`src/rtl/vga_fb_arbiter.sv`:
```
// Frame-memory arbiter and line-prefetch sequencer: streams one line into a
// two-bank line buffer per request while sharing the memory port with a writer.
module vga_fb_arbiter #(
  parameter int unsigned H_PIXELS = 800,
  parameter int unsigned V_LINES  = 600,
  parameter int unsigned ADDR_W   = 19,
  parameter int unsigned DATA_W   = 12,
  parameter int unsigned X_W      = 10,
  parameter int unsigned FAIR_N   = 8
) (
  input  logic              VGA_CLK,
  input  logic              RST_N,
  input  logic              LINE_REQ,
  input  logic [9:0]        LINE_Y,
  input  logic              LINE_BANK,
  output logic              FETCH_BUSY,
  output logic              FETCH_OVERRUN,
  output logic [ADDR_W-1:0] MEM_ADDR,
  output logic              MEM_RD,
  output logic              MEM_WR,
  output logic [DATA_W-1:0] MEM_WDATA,
  input  logic [DATA_W-1:0] MEM_RDATA,
  output logic              LB_WE,
  output logic [X_W:0]      LB_ADDR,
  output logic [DATA_W-1:0] LB_DATA,
  input  logic              WR_REQ,
  input  logic [ADDR_W-1:0] WR_ADDR,
  input  logic [DATA_W-1:0] WR_DATA,
  output logic              WR_ACK
);

  localparam int unsigned CNT_W = $clog2(FAIR_N + 1);

  localparam logic [1:0] S_IDLE  = 2'd0;
  localparam logic [1:0] S_FETCH = 2'd1;
  localparam logic [1:0] S_DRAIN = 2'd2;

  logic [1:0]        r_state;
  logic [ADDR_W-1:0] r_base;
  logic              r_bank;
  logic [X_W-1:0]    r_x;
  logic [X_W-1:0]    r_rd_x;
  logic [X_W-1:0]    r_x1;
  logic              r_v1;
  logic [CNT_W-1:0]  r_cnt;

  logic              w_start;
  logic              w_wr_pend;
  logic              w_fair_wr;
  logic              w_do_rd;
  logic              w_do_wr;
  logic              w_last_x;
  logic [ADDR_W-1:0] w_base;
  logic [CNT_W-1:0]  w_cnt_inc;

  always_comb begin
    w_start   = LINE_REQ && (32'(LINE_Y) < V_LINES);
    // A request is masked while its own ack is showing, so a held request
    // is not written twice.
    w_wr_pend = WR_REQ && !WR_ACK;
    w_fair_wr = (r_cnt == CNT_W'(FAIR_N)) && w_wr_pend;
    w_do_rd   = (r_state == S_FETCH) && !w_fair_wr;
    w_do_wr   = w_wr_pend && ((r_state != S_FETCH) || w_fair_wr);
    w_last_x  = (r_x == X_W'(H_PIXELS - 1));
    w_base    = ADDR_W'(LINE_Y) * ADDR_W'(H_PIXELS);
    w_cnt_inc = (r_cnt == CNT_W'(FAIR_N)) ? r_cnt : r_cnt + CNT_W'(1);
  end

  assign FETCH_BUSY = (r_state != S_IDLE);

  always_ff @(posedge VGA_CLK) begin
    if (!RST_N) begin
      r_state       <= S_IDLE;
      r_base        <= '0;
      r_bank        <= 1'b0;
      r_x           <= '0;
      r_rd_x        <= '0;
      r_x1          <= '0;
      r_v1          <= 1'b0;
      r_cnt         <= '0;
      FETCH_OVERRUN <= 1'b0;
      MEM_ADDR      <= '0;
      MEM_RD        <= 1'b0;
      MEM_WR        <= 1'b0;
      MEM_WDATA     <= '0;
      LB_WE         <= 1'b0;
      LB_ADDR       <= '0;
      LB_DATA       <= '0;
      WR_ACK        <= 1'b0;
    end else begin
      MEM_RD        <= 1'b0;
      MEM_WR        <= 1'b0;
      WR_ACK        <= 1'b0;
      FETCH_OVERRUN <= 1'b0;

      // Read-data pipeline: MEM_RD -> r_v1 (data on MEM_RDATA) -> LB_WE.
      r_v1  <= MEM_RD;
      r_x1  <= r_rd_x;
      LB_WE <= r_v1;
      if (r_v1) begin
        LB_ADDR <= {r_bank, r_x1};
        LB_DATA <= MEM_RDATA;
      end

      if (w_start) begin
        // The capture edge also issues read 0, so the count starts at one.
        FETCH_OVERRUN <= (r_state != S_IDLE);
        r_v1     <= 1'b0;
        LB_WE    <= 1'b0;
        r_base   <= w_base;
        r_bank   <= LINE_BANK;
        r_x      <= X_W'(1);
        r_rd_x   <= '0;
        r_cnt    <= CNT_W'(1);
        MEM_RD   <= 1'b1;
        MEM_ADDR <= w_base;
        r_state  <= (H_PIXELS == 1) ? S_DRAIN : S_FETCH;
      end else begin
        if (w_do_rd) begin
          MEM_RD   <= 1'b1;
          MEM_ADDR <= r_base + ADDR_W'(r_x);
          r_rd_x   <= r_x;
          r_x      <= r_x + X_W'(1);
          r_cnt    <= w_cnt_inc;
          if (w_last_x) begin
            r_state <= S_DRAIN;
          end
        end else if (w_do_wr) begin
          MEM_WR    <= 1'b1;
          WR_ACK    <= 1'b1;
          MEM_ADDR  <= WR_ADDR;
          MEM_WDATA <= WR_DATA;
          r_cnt     <= '0;
        end
        if ((r_state == S_DRAIN) && !MEM_RD && !r_v1) begin
          r_state <= S_IDLE;
        end
      end
    end
  end

endmodule

```
`config.mk`:
```
export PLATFORM = sky130hd
export DESIGN_NAME = vga_fb_arbiter
export DESIGN_NICKNAME = d
export VERILOG_FILES = /design/src/rtl/vga_fb_arbiter.sv
export SDC_FILE = /design/constraint.sdc
export NUM_CORES = 1
export LEC_CHECK = 0
export ABC_AREA = 1
export CAP_MARGIN = 20
export CORE_MARGIN = 2
export CORE_UTILIZATION = 45
export CTS_CLUSTER_SIZE = 30
export DETAILED_ROUTE_END_ITERATION = 7
export PLACE_DENSITY = 0.74
export SYNTH_ARGS = -nofsm -noshare
export SYNTH_HDL_FRONTEND = slang
export SYNTH_SLANG_ARGS = --single-unit
```
`constraint.sdc`:
```
create_clock -name VGA_CLK -period 3.26 [get_ports VGA_CLK]
set_input_delay 0.652 -clock VGA_CLK [delete_from_list [all_inputs] [get_ports VGA_CLK]]
set_output_delay 0.652 -clock VGA_CLK [all_outputs]
set_load 0.01 [all_outputs]
```
# After elaboration in Yosys (flattened, before gate mapping)
# Cells that the tools add are included.
# classes
n_addsub	3
n_mul	1
div_mod_pow	0
n_lt_le_gt_ge	1
n_eq_ne	7
n_shift	0
n_mux	16
bitwise_logic	3
n_reduce_logical	27
# op_table
operator	n
$mux W19	3
$add A19 B10 Y19	1
$mul A10 B5 Y14 const B	1
$mux W4	3
$add A10 B1 Y10 const B	1
$eq A10 B10 Y1 const B	1
$lt A10 B10 Y1 const B	1
$mux W1	10
$reduce_and A2 Y1	5
$reduce_bool A3 Y1	3
$logic_and A1 B1 Y1	7
$reduce_bool A2 Y1	3
$reduce_or A3 Y1	2
$add A4 B1 Y4 const B	1
$eq A4 B4 Y1 const B	1
$logic_not A1 Y1	4
$ne A3 B3 Y1 const B	1
$not A1 Y1	3
$reduce_and A3 Y1	1
$eq A2 B1 Y1 const B	1
$eq A2 B2 Y1 const B	1
$ne A2 B1 Y1 const B	1
$ne A2 B2 Y1 const B	1
$reduce_or A2 Y1	1
$logic_or A1 B1 Y1	1
# word_totals
regBits	110
latch_bits	0
ramBits	0
romBits	0
in_bits	58
n_memories	0

# Logic depth before layout (Yosys ltp)
# Gate-level depths: netlist (run 1).
# depth
word_depth	8
mapped_depth	19
ltp_nobuf	19

# Worst setup path after synthesis (run 1)
# Ideal clock, no wire load.
# synth_path
path_kind	input to register
start	in LINE_Y[5]
end	reg r_base[18]
t_arrival_ns	2.828
required_ns	3.186
path_slack_ns	0.358
stages	19
cell_sequence	inv_1 -> ha_1 -> inv_1 -> ha_1 -> inv_1 -> fa_1 -> inv_1 -> ha_1 -> nand2_1 -> inv_1 -> nand2_1 -> nand2_1 -> nand2_1 -> nand3_1 -> nand2_1 -> inv_1 -> nor2_1 -> nand2_1 -> o21ai_0
# synth_between
elab_chain_cells	2
elab_cells_between_ends	3
cone_classes	mul (1); order compare (1); reduce/logical (1)
# synth_rtl
item	line	source
from (decl)	14	input logic [9:0] LINE_Y,
parallel branches: the longest is 2 deep, another holds $mul A10 B5 Y14	--	
to (signal assigned)	110	r_base <= w_base;
to (decl)	39	logic [ADDR_W-1:0] r_base;
# Parallel ways; which one is timed is not known.
# A chain may end at the register's enable or synchronous reset.

# Final worst setup path (run 1)
# layout_path
start	in LINE_Y[3]
end	reg MEM_ADDR[14]
# layout_between
elab_chain_cells	3
elab_cells_between_ends	5
cone_classes	mul (1); order compare (1); mux (1); reduce/logical (2)
# layout_rtl
item	line	source
parallel branches: the longest is 3 deep, another holds $mul A10 B5 Y14	--	
to (signal assigned)	116	MEM_ADDR <= w_base;
to (signal assigned)	121	MEM_ADDR <= r_base + ADDR_W'(r_x);
to (decl)	18	output logic [ADDR_W-1:0] MEM_ADDR,
# Parallel ways; which one is timed is not known.

==> impl_metrics.tcl, run 1 <==
set metrics [dict create \
    htree_levels 3 \
    worst_pin_slew_ns 0.709 \
    tns_ns 0 \
    via_per_inst 4.93 \
    avgRoutedWirePerCell_um 13.4 \
    die_h_um 117 \
    synth_area_leaders "dfxtp_1 (38%), nand2_1 (12%), ha_1 (9.6%)" \
    finalClockSkew_ns 0.0142 \
    synthCells 795 \
    vdd_drop_max_v 0.000274 \
    first_iter_violations 384 \
    crit_fanout 6 \
    regToRegEndpoint "MEM_ADDR[9]" \
    status "completed" \
    gr-usage-all-layers 0.216 \
    r2r_cells 12 \
    whs_endpoint "r_x1[0]" \
    grt_max_degree 31 \
    hpwlAfterDp_um 10600 \
    drv_slew 0 \
    cp.arrival_ns 3.37 \
    ys.flop_type "dfxtp_1" \
    netlist_top_cells_count "nand2_1 (189), dfxtp_1 (110), nor2_1 (104)" \
    worst_setup_path_end_kind "flip-flop" \
    post_cts_buffers 0 \
    wl_um 14800 \
    hold_viol 0 \
    synth-edff-count 0 \
    whs_ns 0.431 \
    drv_cap 0 \
    syn_to_final_growth_pct 33.3 \
    io_pins 118 \
    yosysMostFrequentCell "nand2_1" \
    yosysSeqAreaShare 0.384 \
    nFillCells 1194 \
    numClockSinks 110 \
    dieArea_sq_um 13700 \
    whs_path_depth 2 \
    die_w_um 117 \
    p_leak_nw 3.57 \
    antenna_found_initial 0 \
    max-slew-margin-rel 0.527 \
    hp-class "flip-flop to flip-flop" \
    r2r_slack_ns 1.12 \
    antenna_left 0 \
    cts_tree "done" \
    synth_cell_type_count 38 \
    cts_root_buf "clkbuf_16" \
    instances_no_fill 1108 \
    cp-start-kind "input port" \
    ys_ff_latch 110 \
    cp_data_required_time_ns 3.52 \
    setup_viol 0 \
    asyncSetResetFlopFracSynth 0 \
    drc 0 \
    fin_nets 1039 \
    synth_area_per_cell_sq_um 7.22 \
    post_cts_resized 0 \
    max_freq_mhz 322 \
    initial_utilization 0.459 \
    row_count 41 \
    synth.top_cell.area_share 0.384 \
    cts_made_buffers 9 \
    clk_latency_ns 0.36 \
    place_inst 1092 \
    yosysWarnings 0 \
    fin_crit_ns 3.11 \
    hold_buffers 0 \
    finalCritPeriodShare 0.954 \
    path_clk_slew_ns 0.08 \
    gp_congestion 0.871 \
    r2r_start "r_cnt[0]" \
    vias 5461 \
    grt_first_pass_wirelength_um 23500 \
    globalRouteOverflowTotal 0 \
    grt_pass1_vias 4966 \
    diodes 0 \
    first_pass_iters 6 \
    hold_start "r_rd_x[0]" \
    path_class "input port to flip-flop" \
    yosysTopAreaCell "dfxtp_1" \
    p_per_area_nw_per_um2 468 \
    drive_gt1_frac 0.0972 \
    cts.path.max_buffers 2 \
    fp.coreArea_sq_um 12500 \
    syn-num-nets 903 \
    synth_area_sq_um 5740 \
    port_buffers 117 \
]
## cells in the final DEF (no fill, tap or decap), types with 3 or more instances in the layout
master and count:
inv_2 6, nand3_1 42, ha_1 38, buf_4 35, nor2_1 101, o21ai_0 45, xor2_1 9, o22ai_1 7
nor3_1 7, nand2_4 4, a31oi_1 8, o21ai_1 14, clkbuf_16 9, inv_1 98, xnor2_1 3, nand2_2 4
nor3b_1 3, ha_4 6, clkdlybuf4s50_1 114, nand3_2 5, dfxtp_1 110, nand4_1 10, a21oi_1 35, nor2_2 5
fa_1 6, nand2_1 187
## critical path, cell delays in order
cell             delay (ns)
clkdlybuf4s50_1        0.54
ha_1                   0.26
ha_1                   0.31
fa_1                   0.51
ha_4                   0.33
nand2_1                0.07
nor2_2                 0.14
nand2_1                0.09
nand3_1                0.07
nand2_1                0.05
nand3_1                0.11
nand2_1                0.07
a21oi_1                0.12
nor2_1                 0.05
## how the worst max path moves through the flow
stage | from | end | slack (ns) | cells after the start
final | LINE_Y[3] | MEM_ADDR[14] | 0.15 | 14
after global routing | LINE_Y[3] | MEM_ADDR[17] | -0.02 | 16
after CTS | LINE_Y[3] | r_base[18] | 0.07 | 16
after detailed placement | LINE_Y[3] | r_base[18] | -0.30 | 16
after global placement | LINE_Y[5] | r_base[18] | -0.25 | 20
after floorplan | LINE_Y[5] | r_base[18] | 0.36 | 19
## metal layers
layer	up-vias	GRT usage	share of wire	routed length, um
met5	-	0	0	0
met3	19	0.0438	0.070	1040
met4	0	0.0620	0.018	270
li1	2806	-	-	-
met1	2454	0.299	0.47	6990
met2	182	0.345	0.44	6500
## through the flow
step | total power, mW | utilization | instance area, sq um | setup WS, ns
floorplan | 2.04 | - | 5740 | 0.358
global placement | 2.42 | 0.579 | 7240 | -0.251
detailed placement | 2.44 | 0.579 | 7240 | -0.301
CTS | 3.53 | 0.603 | 7540 | 0.0740
global route | 3.78 | 0.612 | 7660 | -0.0182
finish | 3.58 | 0.612 | 7660 | 0.150
## power breakdown
group	total (mW)	internal (mW)	leakage, nW	switching (mW)
logic	0.991	0.472	2.52	0.519
registers	1.49	1.43	0.898	0.0564
clock network	1.11	0.546	0.149	0.560
total	3.58	2.45	3.57	1.13
## registers in the layout, indices dropped and copies added, names as in the netlist, 10 cells and up
signal and flops:
MEM_ADDR 19, LB_ADDR 11, LB_DATA 12, r_base 14, MEM_WDATA 12, r_x 10
r_rd_x 10, r_x1 10
## cells by family (layout without fill, tap and decap cells)
kind of cell             count (synthesis)  in the layout  synth area share
AND/OR/NAND/NOR                        372            372             0.275
buffers and inverters                  136            277             0.100
AO/OA/AOI/OAI                          115            115             0.106
flip-flops                             110            110             0.384
adder cells (fa/ha/maj)                 50             50             0.117
XOR/XNOR                                12             12            0.0183
## final cells by class
type | instances | area, sq um | share of cell area
clock buffer | 9 | 225 | 0.0294
clock inverter | 7 | 77.6 | 0.0101
inverter | 108 | 412 | 0.0538
multi-input combinational | 549 | 3070 | 0.401
sequential | 110 | 2200 | 0.288
tap | 172 | 215 | 0.0281
timing repair buffer | 153 | 1450 | 0.190
Power figures use the tool's default switching activity.
==> run 2, diff against run 1 <==
--- a/config.mk
+++ b/config.mk
@@ -9,6 +9,7 @@
 export CAP_MARGIN = 20
 export CORE_MARGIN = 2
 export CORE_UTILIZATION = 45
+export CTS_CLUSTER_DIAMETER = 150
 export CTS_CLUSTER_SIZE = 30
 export DETAILED_ROUTE_END_ITERATION = 7
 export PLACE_DENSITY = 0.74
==> results of run 2 <==
The final DEF is identical to that of run 1; final timing and power are the same.
==> run 3, diff against run 2 <==
--- a/config.mk
+++ b/config.mk
@@ -5,7 +5,7 @@
 export SDC_FILE = /design/constraint.sdc
 export NUM_CORES = 1
 export LEC_CHECK = 0
-export ABC_AREA = 1
+export ABC_AREA = 0
 export CAP_MARGIN = 20
 export CORE_MARGIN = 2
 export CORE_UTILIZATION = 45
@@ -13,6 +13,7 @@
 export CTS_CLUSTER_SIZE = 30
 export DETAILED_ROUTE_END_ITERATION = 7
 export PLACE_DENSITY = 0.74
+export SKIP_LAST_GASP = 1
 export SYNTH_ARGS = -nofsm -noshare
 export SYNTH_HDL_FRONTEND = slang
 export SYNTH_SLANG_ARGS = --single-unit
==> run 3 against run 2 <==
Cell count down 19%. Register-to-register slack worse by 0.25 ns. Largest cell class unchanged. Critical endpoint is now MEM_ADDR[18]. Critical path type unchanged. Cell area is 4.8% lower. Highest routed layer unchanged. Via count fell by 12%. Clock power is 5% lower. Sequential cell count unchanged. Non-clock buffer count grew 8. Core utilization increased by 1.9 points. Worst setup slack got worse by 0.031 ns.
==> impl_metrics.tcl, run 3 <==
set metrics [dict create \
    htree_levels 3 \
    fin_nets 856 \
    fp.coreArea_sq_um 11600 \
    synth_area_leaders "dfxtp_1 (41%), ha_1 (10%), nand2_1 (6.1%)" \
    numClockSinks 110 \
    largestRegisters "MEM_ADDR x19, r_base x14" \
    pwr-share-clk 0.305 \
    finalClockSkew_ns 0.0107 \
    rsz0062_at_grt "false" \
    io_pins 118 \
    p_total_mw 3.45 \
    largest_register_ff_count 19 \
    clk_latency_ns 0.35 \
    power.switching_mw 1.02 \
    cts.path.max_buffers 2 \
    cts_root_buf "clkbuf_16" \
    die_w_um 113 \
    grt_first_pass_wirelength_um 22700 \
    cp_data_required_time_ns 3.49 \
    layout_commonest_cell "clkdlybuf4s50_1" \
    drive_gt1_frac 0.121 \
    p_leak_nw 2.89 \
    internal_power_mw 2.43 \
    hpwlAfterDp_um 10500 \
    gp_congestion 0.874 \
    cp-start-kind "input port" \
    yosysTopAreaCell "dfxtp_1" \
    syn_to_final_growth_pct 35.5 \
    vias 4825 \
    max_freq_mhz 318 \
    via_per_inst 5.39 \
    port_buffers 117 \
    switching_share 0.296 \
    avgRoutedWirePerCell_um 15.6 \
    drv_slew 0 \
    hold_buffers 0 \
    worst_setup_path_end_kind "flip-flop" \
    hp-class "flip-flop to flip-flop" \
    path_class "input port to flip-flop" \
    timing.final.ws_setup_ns 0.119 \
    first_pass_iters 5 \
    grt_pass1_vias 4820 \
    crit_fanout 3 \
    drc 0 \
    cts_tree "done" \
    hold_viol 0 \
    setup_viol 0 \
    first_iter_violations 222 \
    p_per_area_nw_per_um2 473 \
    syn-num-nets 714 \
    status "completed" \
    final_cell_mix "clkdlybuf4s50_1 (112), dfxtp_1 (110), nand2_1 (88)" \
    wl_um 14000 \
    synth_area_sq_um 5380 \
    diodes 0 \
    antenna_left 0 \
    ys.flop_type "dfxtp_1" \
    yosysWarnings 0 \
    regMostFlops "MEM_ADDR" \
    synth-edff-count 0 \
    yosysSeqAreaShare 0.409 \
    tns_ns 0 \
    antenna_found_initial 0 \
    fin_crit_ns 3.14 \
    power_frac_seq 0.428 \
    synth.top_cell.area_share 0.409 \
    place_ws_ns -0.641 \
    grt_max_degree 37 \
    die_h_um 113 \
    instances_no_fill 896 \
    worst_pin_slew_ns 0.629 \
    vdd_drop_max_v 0.000336 \
    drv_cap 0 \
    row_count 39 \
    pwr-share-comb 0.267 \
    synth_area_per_cell_sq_um 8.88 \
    cts_made_buffers 9 \
    asyncSetResetFlopFracSynth 0 \
    finalCritPeriodShare 0.964 \
    synth_cell_type_count 56 \
    cp.arrival_ns 3.37 \
    gr-usage-all-layers 0.221 \
    netlist_top_cells_count "dfxtp_1 (110), nand2_1 (88), a21oi_1 (60)" \
    yosysMostFrequentCell "dfxtp_1" \
    path_clk_slew_ns 0.08 \
    max-slew-margin-rel 0.580 \
    initial_utilization 0.465 \
    place_inst 879 \
    globalRouteOverflowTotal 0 \
    ys_ff_latch 110 \
    dieArea_sq_um 12800 \
    synthCells 606 \
]
==> run 3: changes by cell type in the layout (fill, tap and decap cells not counted), sizes merged, moves of 6 or more <==
| cell | before | now |
|---|---|---|
| xnor2 | 3 | 15 |
| a21oi | 37 | 64 |
| inv | 109 | 20 |
| mux2i | 0 | 24 |
| o21ai | 59 | 28 |
| and2 | 0 | 12 |
| buf | 37 | 44 |
| o21a | 0 | 7 |
| nand2 | 195 | 89 |
| or3 | 0 | 6 |
| nand3 | 48 | 16 |
| nor2 | 107 | 56 |
==> run 3: final timing paths <==
kind	start	to	slack, ns	cells past startpoint
worst max-delay path	LINE_Y[6]	MEM_ADDR[18]	0.12	12
worst min-delay path	r_rd_x[9]	r_x1[9]	0.45	1
worst max register to register	r_x[5]	MEM_ADDR[13]	0.87	8
worst min register to register	r_rd_x[9]	r_x1[9]	0.45	1
==> run 3: timing repair <==
action                     4_1_cts  5_1_grt
hold endpoints to repair         0        0
setup endpoints to repair        9        9
resized for setup               12        7
pin swaps                       15        8
setup buffers                    0        1
cloned                           0        0
==> run 3: layout make-up <==
cell class / count / area, sq um
Tap cell: 143 / 179
Clock buffer: 10 / 229
Timing Repair Buffer: 161 / 1500
Clock inverter: 6 / 53.8
Fill cell: 986 / 4270
Inverter: 19 / 71.3
Sequential cell: 110 / 2200
Multi-Input combinational cell: 447 / 3050
==> run 3: logic make-up after synthesis <==
family                   after synthesis  synth area share
AND/OR/NAND/NOR                      213             0.181
AO/OA/AOI/OAI                        135             0.156
flip-flops                           110             0.409
adder cells (fa/ha/maj)               50             0.125
buffers and inverters                 49            0.0435
XOR/XNOR                              25            0.0407
multiplexers                          24            0.0446
==> run 3: metal layers <==
metal  up-vias  global-route usage  part of all wire
li1       2365                   -                 -
met5         -                   0                 0
met2       159               0.377              0.48
met3        22              0.0616             0.072
met4         0              0.0667             0.020
met1      2279               0.271              0.43
==> run 3: stage by stage <==
stage,instance area [sq um],hold WS (ns),util
floorplan,5380,0.430,-
global placement,6890,0.437,0.596
detailed placement,6890,0.441,0.596
CTS,7240,0.453,0.626
global route,7290,0.470,0.631
finish,7290,0.451,0.631
==> run 3: power groups by stage <==
| stage | Combinational [mW] | Clock (mW) | Sequential [mW] |
|---|---|---|---|
| floorplan | 0.450 | 0 | 1.52 |
| global placement | 0.826 | 0 | 1.50 |
| detailed placement | 0.847 | 0 | 1.51 |
| CTS | 0.885 | 1.07 | 1.48 |
| global route | 1.01 | 1.13 | 1.49 |
| finish | 0.922 | 1.05 | 1.48 |
==> run 3: worst max-delay path, cell delays in order <==
cell,delay (ns)
clkdlybuf4s50_1,0.43
buf_4,0.17
ha_1,0.27
inv_1,0.04
ha_1,0.30
ha_1,0.34
ha_4,0.26
a21o_1,0.17
a221o_1,0.36
a21oi_2,0.15
xnor2_1,0.15
o22ai_1,0.09
